==> src/rtl/ctrl_types.sv <==
// Shared types for the MP2 control FSM: datapath mux selects, RV32I encodings,
// FSM states, the opcode-to-state mapping and store byte-enable patterns.
package pcmux;
   typedef enum logic [1:0] {pc_plus4 = 2'b00, alu_out = 2'b01, alu_mod2 = 2'b10} pcmux_sel_t;
endpackage

package alumux;
   typedef enum logic {rs1_out = 1'b0, pc_out = 1'b1} alumux1_sel_t;
   typedef enum logic [2:0] {
      i_imm = 3'd0, u_imm = 3'd1, b_imm = 3'd2, s_imm = 3'd3, j_imm = 3'd4, rs2_out = 3'd5
   } alumux2_sel_t;
endpackage

package regfilemux;
   typedef enum logic [3:0] {
      alu_out = 4'd0, br_en = 4'd1, u_imm = 4'd2, lw = 4'd3, pc_plus4 = 4'd4,
      lb = 4'd5, lbu = 4'd6, lh = 4'd7, lhu = 4'd8
   } regfilemux_sel_t;
endpackage

package marmux;
   typedef enum logic {pc_out = 1'b0, alu_out = 1'b1} marmux_sel_t;
endpackage

package cmpmux;
   typedef enum logic {rs2_out = 1'b0, i_imm = 1'b1} cmpmux_sel_t;
endpackage

package ctrl_types;
   typedef enum logic [6:0] {
      op_lui   = 7'b0110111, op_auipc = 7'b0010111, op_jal   = 7'b1101111,
      op_jalr  = 7'b1100111, op_br    = 7'b1100011, op_load  = 7'b0000011,
      op_store = 7'b0100011, op_imm   = 7'b0010011, op_reg   = 7'b0110011,
      op_csr   = 7'b1110011
   } rv32i_opcode;

   typedef enum logic [2:0] {
      beq = 3'b000, bne = 3'b001, blt = 3'b100, bge = 3'b101, bltu = 3'b110, bgeu = 3'b111
   } branch_funct3_t;

   typedef enum logic [2:0] {
      lb = 3'b000, lh = 3'b001, lw = 3'b010, lbu = 3'b100, lhu = 3'b101
   } load_funct3_t;

   typedef enum logic [2:0] {sb = 3'b000, sh = 3'b001, sw = 3'b010} store_funct3_t;

   typedef enum logic [2:0] {
      add = 3'b000, sll = 3'b001, slt = 3'b010, sltu = 3'b011,
      axor = 3'b100, sr = 3'b101, aor = 3'b110, aand = 3'b111
   } arith_funct3_t;

   typedef enum logic [2:0] {
      alu_add = 3'b000, alu_sll = 3'b001, alu_sra = 3'b010, alu_sub = 3'b011,
      alu_xor = 3'b100, alu_srl = 3'b101, alu_or = 3'b110, alu_and = 3'b111
   } alu_ops;

   typedef enum logic [4:0] {
      s_fetch1, s_fetch2, s_fetch3, s_decode, s_imm, s_reg, s_lui, s_auipc, s_br,
      s_calc_addr, s_jal, s_jalr, s_ld1, s_ld2, s_st1, s_st2, s_halt
   } state_t;

   localparam logic [3:0] BE_WORD = 4'b1111;
   localparam logic [3:0] BE_HALF = 4'b0011;
   localparam logic [3:0] BE_BYTE = 4'b0001;

   // Unknown opcodes map to s_fetch1, which DECODE treats as an illegal instruction.
   function automatic state_t opcode_to_state(input logic [6:0] op);
      state_t s;
      s = s_fetch1;
      case (op)
         op_imm:            s = s_imm;
         op_reg:            s = s_reg;
         op_lui:            s = s_lui;
         op_auipc:          s = s_auipc;
         op_br:             s = s_br;
         op_load, op_store: s = s_calc_addr;
         op_jal:            s = s_jal;
         op_jalr:           s = s_jalr;
         default:           s = s_fetch1;
      endcase
      return s;
   endfunction
endpackage

==> src/rtl/ctrl_mem_watchdog.sv <==
// Memory wait-state watchdog with sticky mem_err; CTRL_PERF_CNT_EN adds the
// retired-instruction and stall counters.
module ctrl_mem_watchdog #(
   parameter int WATCHDOG_CYCLES = 1024
) (
   input  logic clk,
   input  logic rst,
   input  logic in_wait,
   input  logic mem_resp,
   output logic timeout,
   output logic mem_err
`ifdef CTRL_PERF_CNT_EN
  ,input  logic        load_pc,
   output logic [31:0] perf_retired,
   output logic [31:0] perf_stall
`endif
);
   localparam int CW = (WATCHDOG_CYCLES > 1) ? $clog2(WATCHDOG_CYCLES) : 1;

   logic          stall;
   logic [CW-1:0] wait_cnt;

   assign stall   = in_wait && !mem_resp;
   assign timeout = (WATCHDOG_CYCLES != 0) && stall && (wait_cnt == CW'(WATCHDOG_CYCLES - 1));

   always_ff @(posedge clk or negedge rst) begin
      // NOTE: state registers use non-blocking assignments so every flop samples pre-edge values.
      if (!rst) begin
         wait_cnt <= '0;
         mem_err  <= 1'b0;
      end else begin
         wait_cnt <= stall ? wait_cnt + 1'b1 : '0;
         if (timeout) mem_err <= 1'b1;
      end
   end

`ifdef CTRL_PERF_CNT_EN
   always_ff @(posedge clk or negedge rst) begin
      if (!rst) begin
         perf_retired <= '0;
         perf_stall   <= '0;
      end else begin
         if (load_pc) perf_retired <= perf_retired + 32'd1;
         if (stall)   perf_stall   <= perf_stall + 32'd1;
      end
   end
`endif
endmodule

==> src/rtl/mp2_control.sv <==
// Multicycle RV32I control FSM driving the MP2 datapath selects, loads and memory
// handshake. Define CTRL_PERF_CNT_EN to add perf_retired/perf_stall outputs.
module mp2_control
   import ctrl_types::*;
#(
   parameter int WATCHDOG_CYCLES = 1024
) (
   input  logic                       clk,
   input  logic                       rst,
   input  logic [6:0]                 opcode,
   input  logic [2:0]                 funct3,
   input  logic [6:0]                 funct7,
   input  logic                       br_en,
   input  logic [1:0]                 mem_addr_lo,
   input  logic                       mem_resp,
   output pcmux::pcmux_sel_t          pcmux_sel,
   output alumux::alumux1_sel_t       alumux1_sel,
   output alumux::alumux2_sel_t       alumux2_sel,
   output regfilemux::regfilemux_sel_t regfilemux_sel,
   output marmux::marmux_sel_t        marmux_sel,
   output cmpmux::cmpmux_sel_t        cmpmux_sel,
   output alu_ops                     aluop,
   output branch_funct3_t             cmpop,
   output logic                       load_pc,
   output logic                       load_ir,
   output logic                       load_regfile,
   output logic                       load_mar,
   output logic                       load_mdr,
   output logic                       load_data_out,
   output logic                       mem_read,
   output logic                       mem_write,
   output logic [3:0]                 mem_byte_enable,
   output logic                       illegal_insn,
   output logic                       mem_err
`ifdef CTRL_PERF_CNT_EN
  ,output logic [31:0]                perf_retired,
   output logic [31:0]                perf_stall
`endif
);
   state_t state_q, state_d;
   logic   in_wait, timeout, is_reg, unused_funct7;

   assign in_wait       = (state_q == s_fetch2) || (state_q == s_ld1) || (state_q == s_st1);
   assign is_reg        = (state_q == s_reg);
   assign unused_funct7 = ^{funct7[6], funct7[4:0]};

   ctrl_mem_watchdog #(.WATCHDOG_CYCLES(WATCHDOG_CYCLES)) u_watchdog (
      .clk          (clk),
      .rst          (rst),
      .in_wait      (in_wait),
      .mem_resp     (mem_resp),
      .timeout      (timeout),
      .mem_err      (mem_err)
`ifdef CTRL_PERF_CNT_EN
     ,.load_pc      (load_pc),
      .perf_retired (perf_retired),
      .perf_stall   (perf_stall)
`endif
   );

   always_ff @(posedge clk or negedge rst) begin
      if (!rst) state_q <= s_fetch1;
      else      state_q <= state_d;
   end

   always_comb begin
      // NOTE: every output is defaulted first so no path through the case can infer a latch.
      state_d         = state_q;
      pcmux_sel       = pcmux::pc_plus4;
      alumux1_sel     = alumux::rs1_out;
      alumux2_sel     = alumux::i_imm;
      regfilemux_sel  = regfilemux::alu_out;
      marmux_sel      = marmux::pc_out;
      cmpmux_sel      = cmpmux::rs2_out;
      aluop           = alu_add;
      cmpop           = beq;
      load_pc         = 1'b0;
      load_ir         = 1'b0;
      load_regfile    = 1'b0;
      load_mar        = 1'b0;
      load_mdr        = 1'b0;
      load_data_out   = 1'b0;
      mem_read        = 1'b0;
      mem_write       = 1'b0;
      mem_byte_enable = BE_WORD;
      illegal_insn    = 1'b0;

      case (state_q)
         s_fetch1: begin
            marmux_sel = marmux::pc_out;
            load_mar   = 1'b1;
            state_d    = s_fetch2;
         end
         s_fetch2: begin
            mem_read = 1'b1;
            load_mdr = 1'b1;
            if (mem_resp) state_d = s_fetch3;
         end
         s_fetch3: begin
            load_ir = 1'b1;
            state_d = s_decode;
         end
         s_decode: begin
            state_d = opcode_to_state(opcode);
            if (state_d == s_fetch1) begin
               illegal_insn = 1'b1;
               load_pc      = 1'b1;
            end
         end
         s_imm, s_reg: begin
            load_regfile = 1'b1;
            load_pc      = 1'b1;
            aluop        = alu_ops'(funct3);
            if (is_reg) alumux2_sel = alumux::rs2_out;
            case (arith_funct3_t'(funct3))
               slt, sltu: begin
                  cmpop          = (funct3 == sltu) ? bltu : blt;
                  regfilemux_sel = regfilemux::br_en;
                  if (!is_reg) cmpmux_sel = cmpmux::i_imm;
               end
               sr:  if (funct7[5]) aluop = alu_sra;
               add: if (is_reg && funct7[5]) aluop = alu_sub;
               default: ;
            endcase
            state_d = s_fetch1;
         end
         s_lui: begin
            regfilemux_sel = regfilemux::u_imm;
            load_regfile   = 1'b1;
            load_pc        = 1'b1;
            state_d        = s_fetch1;
         end
         s_auipc: begin
            alumux1_sel  = alumux::pc_out;
            alumux2_sel  = alumux::u_imm;
            load_regfile = 1'b1;
            load_pc      = 1'b1;
            state_d      = s_fetch1;
         end
         s_br: begin
            cmpop       = branch_funct3_t'(funct3);
            alumux1_sel = alumux::pc_out;
            alumux2_sel = alumux::b_imm;
            pcmux_sel   = br_en ? pcmux::alu_out : pcmux::pc_plus4;
            load_pc     = 1'b1;
            state_d     = s_fetch1;
         end
         s_jal, s_jalr: begin
            regfilemux_sel = regfilemux::pc_plus4;
            load_regfile   = 1'b1;
            load_pc        = 1'b1;
            if (state_q == s_jal) begin
               alumux1_sel = alumux::pc_out;
               alumux2_sel = alumux::j_imm;
               pcmux_sel   = pcmux::alu_out;
            end else begin
               pcmux_sel   = pcmux::alu_mod2;
            end
            state_d = s_fetch1;
         end
         s_calc_addr: begin
            marmux_sel = marmux::alu_out;
            load_mar   = 1'b1;
            if (opcode == op_store) begin
               alumux2_sel   = alumux::s_imm;
               load_data_out = 1'b1;
               state_d       = s_st1;
            end else begin
               state_d       = s_ld1;
            end
         end
         s_ld1: begin
            mem_read = 1'b1;
            load_mdr = 1'b1;
            if (mem_resp) state_d = s_ld2;
         end
         s_ld2: begin
            case (load_funct3_t'(funct3))
               lb:      regfilemux_sel = regfilemux::lb;
               lh:      regfilemux_sel = regfilemux::lh;
               lbu:     regfilemux_sel = regfilemux::lbu;
               lhu:     regfilemux_sel = regfilemux::lhu;
               default: regfilemux_sel = regfilemux::lw;
            endcase
            load_regfile = 1'b1;
            load_pc      = 1'b1;
            state_d      = s_fetch1;
         end
         s_st1: begin
            mem_write = 1'b1;
            case (store_funct3_t'(funct3))
               sb:      mem_byte_enable = BE_BYTE << mem_addr_lo;
               sh:      mem_byte_enable = BE_HALF << {mem_addr_lo[1], 1'b0};
               default: mem_byte_enable = BE_WORD;
            endcase
            if (mem_resp) state_d = s_st2;
         end
         s_st2: begin
            load_pc = 1'b1;
            state_d = s_fetch1;
         end
         default: state_d = s_halt;
      endcase

      if (timeout) state_d = s_halt;
   end
endmodule

==> config.mk <==
export PLATFORM = sky130hd
export DESIGN_NAME = mp2_control
export DESIGN_NICKNAME = d
export VERILOG_FILES = /design/src/rtl/ctrl_types.sv /design/src/rtl/ctrl_mem_watchdog.sv /design/src/rtl/mp2_control.sv
export SDC_FILE = /design/constraint.sdc
export NUM_CORES = 1
export LEC_CHECK = 0
export CAP_MARGIN = 20
export CORE_AREA = 2 2 52 64
export CTS_CLUSTER_DIAMETER = 150
export DETAILED_ROUTE_END_ITERATION = 8
export DIE_AREA = 0 0 54 66
export PLACE_DENSITY_LB_ADDON = 0.25
export SYNTH_ARGS = -nofsm -noshare
export SYNTH_HDL_FRONTEND = slang
export SYNTH_SLANG_ARGS = --single-unit
==> constraint.sdc <==
create_clock -name clk -period 6.4 [get_ports clk]
set_input_delay 1.28 -clock clk [delete_from_list [all_inputs] [get_ports clk]]
set_output_delay 1.28 -clock clk [all_outputs]
set_load 0.02 [all_outputs]
### After elaboration in Yosys (flattened, before gate mapping)

Cells that the tools add are included.

| storage, ports and cells | value |
|---|---|
| bits in registers | 16 |
| input bits | 23 |
| output and inout bits | 32 |
| logic and storage cells | 102 |

| cells by class | value |
|---|---|
| add/subtract/negate cells | 1 |
| equal/unequal tests | 33 |
| shift-type cells | 2 |
| mux-type cells | 44 |
| reduce and logical (&&, ||, !) cells | 19 |

Operator list:

| operator | count |
|---|---|
| $eq 5x4->1 const B | 8 |
| $pmux 5 s8 | 1 |
| $pmux 4 s4 | 2 |
| $pmux 4 s8 | 1 |
| $mux 5 | 5 |
| $eq 7x6->1 const B | 3 |
| $eq 7x7->1 const B | 3 |
| $eq 5x3->1 const B | 4 |
| $mux 3 | 6 |
| $mux 1 | 16 |
| $pmux 3 s5 | 1 |
| $eq 7x5->1 const B | 2 |
| $reduce_or 2->1 | 7 |
| $pmux 3 s2 | 2 |
| $add 10x1->10 const B | 1 |
| $eq 10x10->1 const B | 1 |
| $eq 5x2->1 const B | 2 |
| $logic_not 5->1 | 2 |
| $mux 10 | 1 |
| $ne 3x3->1 const B | 3 |
| $reduce_or 9->1 | 1 |
| $mux 2 | 4 |
| $pmux 4 s2 | 1 |
| $eq 7x2->1 const B | 1 |
| 15 further kinds | 21 |

### Logic depth before layout (Yosys ltp)

Gate-level depths: netlist of run 1.

| depth | value |
|---|---|
| word-level depth | 7 |
| gate-level depth with buffers | 7 |
| depth with buffers taken out | 6 |

### By module

Synthesis of run 1 repeated with hierarchy kept, for this count alone.

| second synthesis, totals | value |
|---|---|
| cell total of the unflattened synthesis | 198 |
| area total of the unflattened synthesis | 1495.2 um^2 |

Modules (own cells, without submodules):

| module | instances | cells each | area each (um^2) | seq. area each (um^2) |
|---|---|---|---|---|
| mp2_control | 1 | 148 | 985.9 | 125.1 |
| ctrl_mem_watchdog | 1 | 50 | 509.2 | 275.3 |

### Worst setup path before layout of run 1

Ideal clock, no wire load.

| timing | value |
|---|---|
| path type | input-to-output |
| start point | in funct3[1] |
| end point | out aluop[0] |
| arrival | 2823 ps |
| data required time | 5120 ps |
| slack | 2297 ps |
| stages | 4 |
| path buffers | 1 |
| cell sequence | clkbuf_1 > nor2b_1 > a21oi_1 > a2111oi_0 |

| between the ends | value |
|---|---|
| longest elaborated chain between the ends | 3 |
| elaborated cells on any way between the ends | 4 |
| those cells by class | eq/ne (1); mux (2); reduce/logical (1) |

Ends and longest elaborated chain:

| what | line | RTL |
|---|---|---|
| start, declared | mp2_control.sv:11 | `input logic [2:0] funct3,` |
| $eq 3x3->1 or $logic_not 3->1 (tied branches) | mp2_control.sv:115 | `case (arith_funct3_t'(funct3))` |
| $pmux 3 s2 (*) | mp2_control.sv:115 |  |
| $mux 3 (*) | mp2_control.sv:88 | `case (state_q)` |
| end, declared | mp2_control.sv:22 | `output alu_ops aluop,` |

Mark *: on every way between the ends. The rest lies on a longest branch, timed or not.

### Worst setup path in the final report of run 1

| timing | value |
|---|---|
| start point | in opcode[4] |
| end point | out load_pc |

| between the ends | value |
|---|---|
| longest elaborated chain between the ends | 7 |
| elaborated cells on any way between the ends | 15 |
| those cells by class | eq/ne (9); mux (4); reduce/logical (2) |

Ends and longest elaborated chain:

| what | line | RTL |
|---|---|---|
| start, declared | mp2_control.sv:10 | `input logic [6:0] opcode,` |
| $eq 7x6->1 or $eq 7x2->1 (tied branches) | ctrl_types.sv:70 | `case (op)` |
| $reduce_or 2->1 | ctrl_types.sv:70 |  |
| $pmux 4 s8 (*) | ctrl_types.sv:70 |  |
| $mux 5 (*) | mp2_control.sv:88 |  |
| $logic_not 5->1 (*) | mp2_control.sv:105 | `if (state_d == s_fetch1) begin` |
| $mux 1 (*) | mp2_control.sv:105 |  |
| $pmux 1 s2 (*) | mp2_control.sv:88 |  |
| end, declared | mp2_control.sv:24 | `output logic load_pc,` |

Mark *: on every way between the ends. The rest lies on a longest branch, timed or not. The select of a mux whose other input is x is not followed.

==> summary.txt, run 1 <==
GRT
  – Initial antenna violation count: 0
  – Gr usage total: 20.4%
  – First-pass GRT wire length: 5560 µm
  – Number of global-route vias before repair: 1350
  – GRT overflow: 0
  – Largest net degree at the start of global routing: 20

CTS
  – CTS tree: done
  – Cts hold-fix bufs: 0
  – Clk slew on worst S/H paths: 0.09 ns
  – CTS Buf Count: 3
  – Worst skew pair latency: 0.28 ns
  – Num Clock Sinks: 16
  – Post-CTS Setup Bufs: 0
  – H-tree level count: 1
  – Max clock buf depth: 2
  – Post-CTS sizing: 0
  – CTS Root Buffer Type: clkbuf_4

Pwr
  – Power, Total: 402 µW
  – Power per cell area: 222 nW/µm²
  – Leak: 0.000738 µW
  – Maximum VDD drop: 0.215 mV

Finish
  – FF+latch area: 400 µm²
  – Final std cells w/o fill: 249
  – Share of post-route cells with drive strength above 1: 4.23%
  – Diode count: 0
  – Multi-input gate area: 823 µm²
  – Area Growth Syn to Fin: 38.4%
  – Fin nets: 238
  – Filler cell count: 281
  – Fin util: 60.9%

Yosys
  – Flops & latches, synth: 16
  – Sequential share of the synthesized area: 30.6%
  – Post-Syn Area: 1310 µm²
  – Post-Synthesis Cells: 173
  – Synth warn: 0
  – Synth Flop Type: dfrtp_1
  – Async SR Flop Fraction: 100%
  – Syn Area/Cell: 7.57 µm²
  – Synth cell types: 45
  – Mapped Nets: 197
  – Number of synthesized flops with an enable pin: 0

STA
  – Max-slew violations: 0
  – Tmin final: 4.56 ns
  – Final setup fails: 0
  – F_max: 219 MHz
  – Worst slew pin tran: 0.685 ns
  – Period Utilization, post-route: 71.3%
  – Clock Skew: 0.00511 ns
  – Unrepaired setup endpoints after global routing: no
  – Setup TNS Final: 0 ns
  – Final Hold Fails: 0
  – Max-slew headroom: 54.2%
  – Final worst slack: 1.84 ns

Die
  – Die area: 3560 µm²
  – Initial core utilization: 44.0%
  – FP Rows: 22
  – Die Y: 66 µm
  – I/O pins: 55
  – Core area: 2970 µm²
  – Die width: 54 µm

Routing
  – Pre-antenna DRT Iters: 5
  – Overall via count from detail_route: 1437
  – Detailed Route WL: 3560 µm
  – Routed Antenna Nets: 0
  – Drt via density: 5.77
  – DRC: 0
  – Avg WL per Cell: 14.3 µm
  – Initial DRC count: 38

Critical path
  – Critical Path Fanout Max: 6
  – Startpoint class of the critical path: input port
  – Critical path data required time: 5.12 ns
  – WP data arrival: 3.28 ns
  – Crit. End Element: primary output
  – Crit Path Class: in -> out

Placement
  – Placed cells: 245
  – IO buf count: 48
  – Hpwl dp: 2800 µm
  – Worst slack at placement: 1.86 ns
  – Final Wtd Congestion: 0.905

Hold path
  – Hold Crit Class: reg -> reg

Flow run
  – Max_cap viols: 0

Run status
  – Status: finished, final reports clean
[sequential cells by signal (all words and copies together), names as in the netlist]
name / cells
u_watchdog.wait_cnt: 10
state_q: 5
u_watchdog.mem_err: 1
[routing by layer]
metal	track usage, %	share of wire (%)
met1	22.6	41
met2	38.0	54
met3	1.81	5.6
met4	8.44	0.056
met5	0	0
[metrics by stage]
step	cell area, µm²	hold WS [ns]
floorplan	1310	0.455
global placement	1780	0.446
detailed placement	1780	0.469
CTS	1810	0.490
global route	1810	0.523
finish	1810	0.480
[cell usage after synthesis, drive strengths merged, types with 3 or more instances]
| master | n | area, µm² |
|---|---|---|
| o22ai | 3 | 18.8 |
| nand3 | 8 | 40.0 |
| xor2 | 7 | 61.3 |
| nand2 | 15 | 56.3 |
| a22o | 3 | 26.3 |
| nand4 | 3 | 18.8 |
| inv | 7 | 26.3 |
| nor2 | 27 | 101 |
| clkbuf | 8 | 31.3 |
| nand2b | 4 | 25.0 |
| a21oi | 5 | 25.0 |
| nor2b | 7 | 43.8 |
| o21ai | 10 | 50.1 |
| a32o | 3 | 30.0 |
| buf | 4 | 27.5 |
| xnor2 | 3 | 26.3 |
| nand3b | 3 | 22.5 |
| nor3 | 6 | 30.0 |
| dfrtp | 16 | 400 |
| and3 | 3 | 18.8 |
[cell families (layout without fill, tap and decap cells)]
kind of cell	Yosys count	in the layout	synth area share (%)
DFF	16	16	30.6
xor gates and xnor gates	10	10	6.69
AOI/OAI and AO/OA	38	38	20.3
and+or+nand+nor	87	87	33.5
buffers and inverters	19	59	6.50
muxes	2	2	1.53
adders and majority gates	1	1	0.956
[layout by cell type, fill, tap and decap left out, types with 2 or more instances in the layout]
cell type        synthesis  final
a2111oi_0                2      2
a21boi_0                 2      2
a21oi_1                  5      5
a22o_1                   3      3
a32o_1                   3      3
and3_1                   3      3
clkbuf_4                 0      3
clkdlybuf4s50_1          0     48
dfrtp_1                 16     16
inv_1                    7      7
mux2i_1                  2      2
nand2_1                 15     15
nand2b_1                 4      4
nand3_1                  8      8
nand3b_1                 3      3
nand4_1                  3      3
nor2_1                  27     27
nor2b_1                  7      7
nor3_1                   6      6
nor4_1                   2      2
o21ai_0                 10     10
o22ai_1                  3      3
or2_2                    2      2
or2b_1                   2      2
or3_1                    2      2
xnor2_1                  3      3
xor2_1                   7      7
[power by group]
group / leakage, µW / switching [µW] / internal, µW
Combinational: 0.000499 / 105 / 91.9
Clock: 0.0000210 / 29.4 / 34.6
Sequential: 0.000219 / 31.1 / 110
[area by class of cell]
class	count	share of cell area, %
repair buffers	48	26.5
multi-input cells	138	45.4
well taps	36	2.49
inverters	7	1.45
flip-flops and latches	16	22.1
clock buffers	4	2.00
[path summary, 6_finish.rpt]
check                      slack [ns]               start  cells after the start                endpoint
max                              1.84           opcode[4]                      7                 load_pc
min                              0.48  u_watchdog.mem_err                      1      u_watchdog.mem_err
max reg2reg                      4.07          state_q[1]                      5              state_q[3]
min reg2reg                      0.48  u_watchdog.mem_err                      1      u_watchdog.mem_err
max in group asynchronous        4.56                 rst                      1  u_watchdog.wait_cnt[0]
min in group asynchronous        1.40                 rst                      1  u_watchdog.wait_cnt[7]
[critical path, cell delays in order]
cell	delay, ns
clkdlybuf4s50_1	0.49
nand2b_1	0.25
a221oi_1	0.36
o21bai_1	0.12
a21oi_1	0.15
nor3_1	0.07
clkdlybuf4s50_1	0.56
Power figures use the tool's default switching activity.
==> inputs of run 2 (changes only) <==
- CORE_AREA: 2 2 52 64 -> 2 2 54 66
- DIE_AREA: 0 0 54 66 -> 0 0 56 68
- clock period: 6.4 -> 4.7 ns (I/O delays scaled with it)
==> run 2 against run 1 <==
  * Critical path depth fell by 2
  * Total power rose by 43%
  * Via count fell by 2.6%
  * Highest routed layer unchanged
  * Routed wire length fell by 5.6%
  * Worst hold slack worse by 0.016 ns
  * Sequential share of layout area decreased by 0.24 points
  * Clock power increased by 84%
  * Final area grew 1.1%
  * Cell count up 0.40%
  * Clock skew down 0.0022 ns
  * Combinational power up 34%
==> summary.txt, run 2 (same netlist as run 1, synthesis figures left out) <==
Flow run
  – Max_cap viols: 0 (unchanged)

Finish
  – Top reg by flops: u_watchdog.wait_cnt
  – Fin nets: 238 (unchanged)
  – Largest register FFs: 10 (unchanged)
  – Top flop regs: u_watchdog.wait_cnt: 10 flops, state_q: 5 flops, u_watchdog.mem_err: 1 flops
  – Filler cell count: 302 (+7.5%)
  – Diode count: 0 (unchanged)
  – Share of post-route cells with drive strength above 1: 4.23% (unchanged)
  – Area Growth Syn to Fin: 40.0%
  – Commonest non-fill, non-tap cell in the layout: clkdlybuf4s50_1
  – Most frequent cells in the layout: 48 x clkdlybuf4s50_1, 27 x nor2_1, 16 x dfrtp_1, 15 x nand2_1, 10 x o21ai_0

CTS
  – CTS Buf Count: 3 (unchanged)
  – CTS Root Buffer Type: clkbuf_8
  – H-tree level count: 1 (unchanged)
  – Post-CTS sizing: 0 (unchanged)
  – Max clock buf depth: 2 (unchanged)
  – Num Clock Sinks: 16 (unchanged)
  – Post-CTS Setup Bufs: 0 (unchanged)
  – Clk slew on worst S/H paths: 0.06 ns (-0.03 ns)
  – Cts hold-fix bufs: 0 (unchanged)
  – Worst skew pair latency: 0.25 ns (-0.03 ns)
  – CTS tree: done

Die
  – Die width: 56 µm (+3.7%)
  – Core area: 3220 µm² (+8.4%)
  – I/O pins: 55 (unchanged)
  – Initial core utilization: 40.6% (-3.4 points)
  – Die area: 3810 µm² (+6.8%)
  – FP Rows: 23 (+4.5%)
  – Die Y: 68 µm (+3.0%)

Routing
  – Initial DRC count: 33 (-13%)
  – Routed Antenna Nets: 0 (unchanged)
  – Drt via density: 5.60 (-3.0%)
  – Avg WL per Cell: 13.4 µm (-6.0%)
  – WL met2: 1780 µm (-6.7%)
  – Detailed Route WL: 3360 µm (-5.6%)
  – Met3 WL: 197 µm (-1.5%)
  – Highest routed layer: met4
  – DRC: 0 (unchanged)
  – M1 wire length: 1300 µm (-9.9%)
  – Overall via count from detail_route: 1400 (-2.6%)
  – Pre-antenna DRT Iters: 4 (-1)

GRT
  – First-pass GRT wire length: 5600 µm (+0.74%)
  – GRT overflow: 0 (unchanged)
  – Largest net degree at the start of global routing: 20 (unchanged)
  – Number of global-route vias before repair: 1366 (+1.2%)
  – Initial antenna violation count: 0 (unchanged)
  – Gr usage total: 17.9% (-2.5 points)

Pwr
  – Power, Total: 576 µW (+43%)
  – Leak: 0.000746 µW (+1.1%)
  – Combinational share of power: 45.8% (-3.1 points)
  – Reg power frac: 33.7% (-1.4 points)
  – Pint: 350 µW (+48%)
  – Maximum VDD drop: 0.241 mV (+13%)
  – Switching share of power: 39.3% (-1.8 points)
  – Clock power share: 20.5% (+4.6 points)
  – Psw: 227 µW (+37%)
  – Power per cell area: 315 nW/µm² (+42%)

STA
  – Setup TNS Final: 0 ns (unchanged)
  – Final Hold Fails: 0 (unchanged)
  – Hold_ws: 0.464 ns (-0.0163 ns)
  – Final setup fails: 0 (unchanged)
  – Period Utilization, post-route: 82.7%
  – F_max: 257 MHz
  – Max-slew headroom: 55.6% (+1.4 points)
  – Clock Skew: 0.00289 ns (-0.00222 ns)
  – Max-slew violations: 0 (unchanged)
  – Tmin final: 3.89 ns
  – Worst slew pin tran: 0.665 ns (-0.0206 ns)
  – Unrepaired setup endpoints after global routing: no

Critical path
  – Crit Path Class: in -> out
  – Crit. End Element: primary output
  – Startpoint class of the critical path: input port
  – FF-to-FF path depth: 5 (unchanged)
  – WP data arrival: 2.95 ns (-0.33 ns)
  – Reg-to-reg slack, setup: 2.38 ns (-1.69 ns)
  – Reg-to-reg critical path endpoint: state_q[0]
  – Reg2reg start: state_q[1]
  – Critical Path Fanout Max: 10 (+4)
  – Critical path data required time: 3.76 ns (-1.36 ns)

Hold path
  – Hold endpoint: u_watchdog.mem_err
  – Hold_sp: u_watchdog.mem_err
  – Worst hold path depth: 1 (unchanged)
  – Hold Crit Class: reg -> reg

Placement
  – IO buf count: 48 (unchanged)
  – Hpwl dp: 2670 µm (-4.7%)
  – Final Wtd Congestion: 0.889 (-1.8%)

Run status
  – Status: finished, final reports clean
## run 2: cell counts in the layout (fill, tap and decap cells not counted)
No cell type changed its count.
## run 2: final cells by class
type / count / area, µm² / share of cell area, %
Sequential cell: 16 / 400 / 21.9
Clock buffer: 4 / 55.1 / 3.01
Inverter: 7 / 26.3 / 1.43
Timing Repair Buffer: 48 / 480 / 26.2
Tap cell: 37 / 46.3 / 2.53
Multi-Input combinational cell: 138 / 823 / 44.9
## run 2: power groups by stage
stage | Clock, µW | Combinational (µW) | Sequential, µW
global route | 125 | 286 | 197
detailed placement | 0 | 264 | 195
CTS | 120 | 265 | 193
global placement | 0 | 260 | 194
finish | 118 | 264 | 194
floorplan | 0 | 203 | 161
## run 2: critical path: stages
cell and delay (ns):
clkdlybuf4s50_1 0.58, nor2b_1 0.25, a21oi_1 0.09, a2111oi_0 0.40, clkdlybuf4s50_1 0.68
## run 2: through the flow
stage                     utilization [%]  setup slack, ns  instance area, µm²  instances
after global routing                 56.8            0.638                1830        250
after CTS                            56.8            0.839                1830        250
after detailed placement             55.1            0.834                1780        246
after floorplan                         -             1.28                1310        173
after global placement               55.1            0.882                1780        246
final                                56.8            0.814                1830        250
## run 2: routing by layer
layer | vias up | track usage (%)
met5 | - | 0
met4 | 0 | 9.23
met3 | 11 | 1.89
li1 | 689 | -
met2 | 55 | 35.0
met1 | 645 | 19.1
## run 2: how the worst max path moves through the flow
stage / from / slack (ns) / cells past startpoint / end
2_1_floorplan: funct3[1] / 1.28 / 4 / aluop[0]
3_3_place_gp: opcode[4] / 0.88 / 7 / load_pc
3_5_place_dp: opcode[4] / 0.83 / 7 / load_pc
4_1_cts: opcode[4] / 0.84 / 7 / load_pc
5_1_grt: opcode[4] / 0.64 / 7 / load_pc
6_report: funct3[1] / 0.81 / 5 / aluop[0]
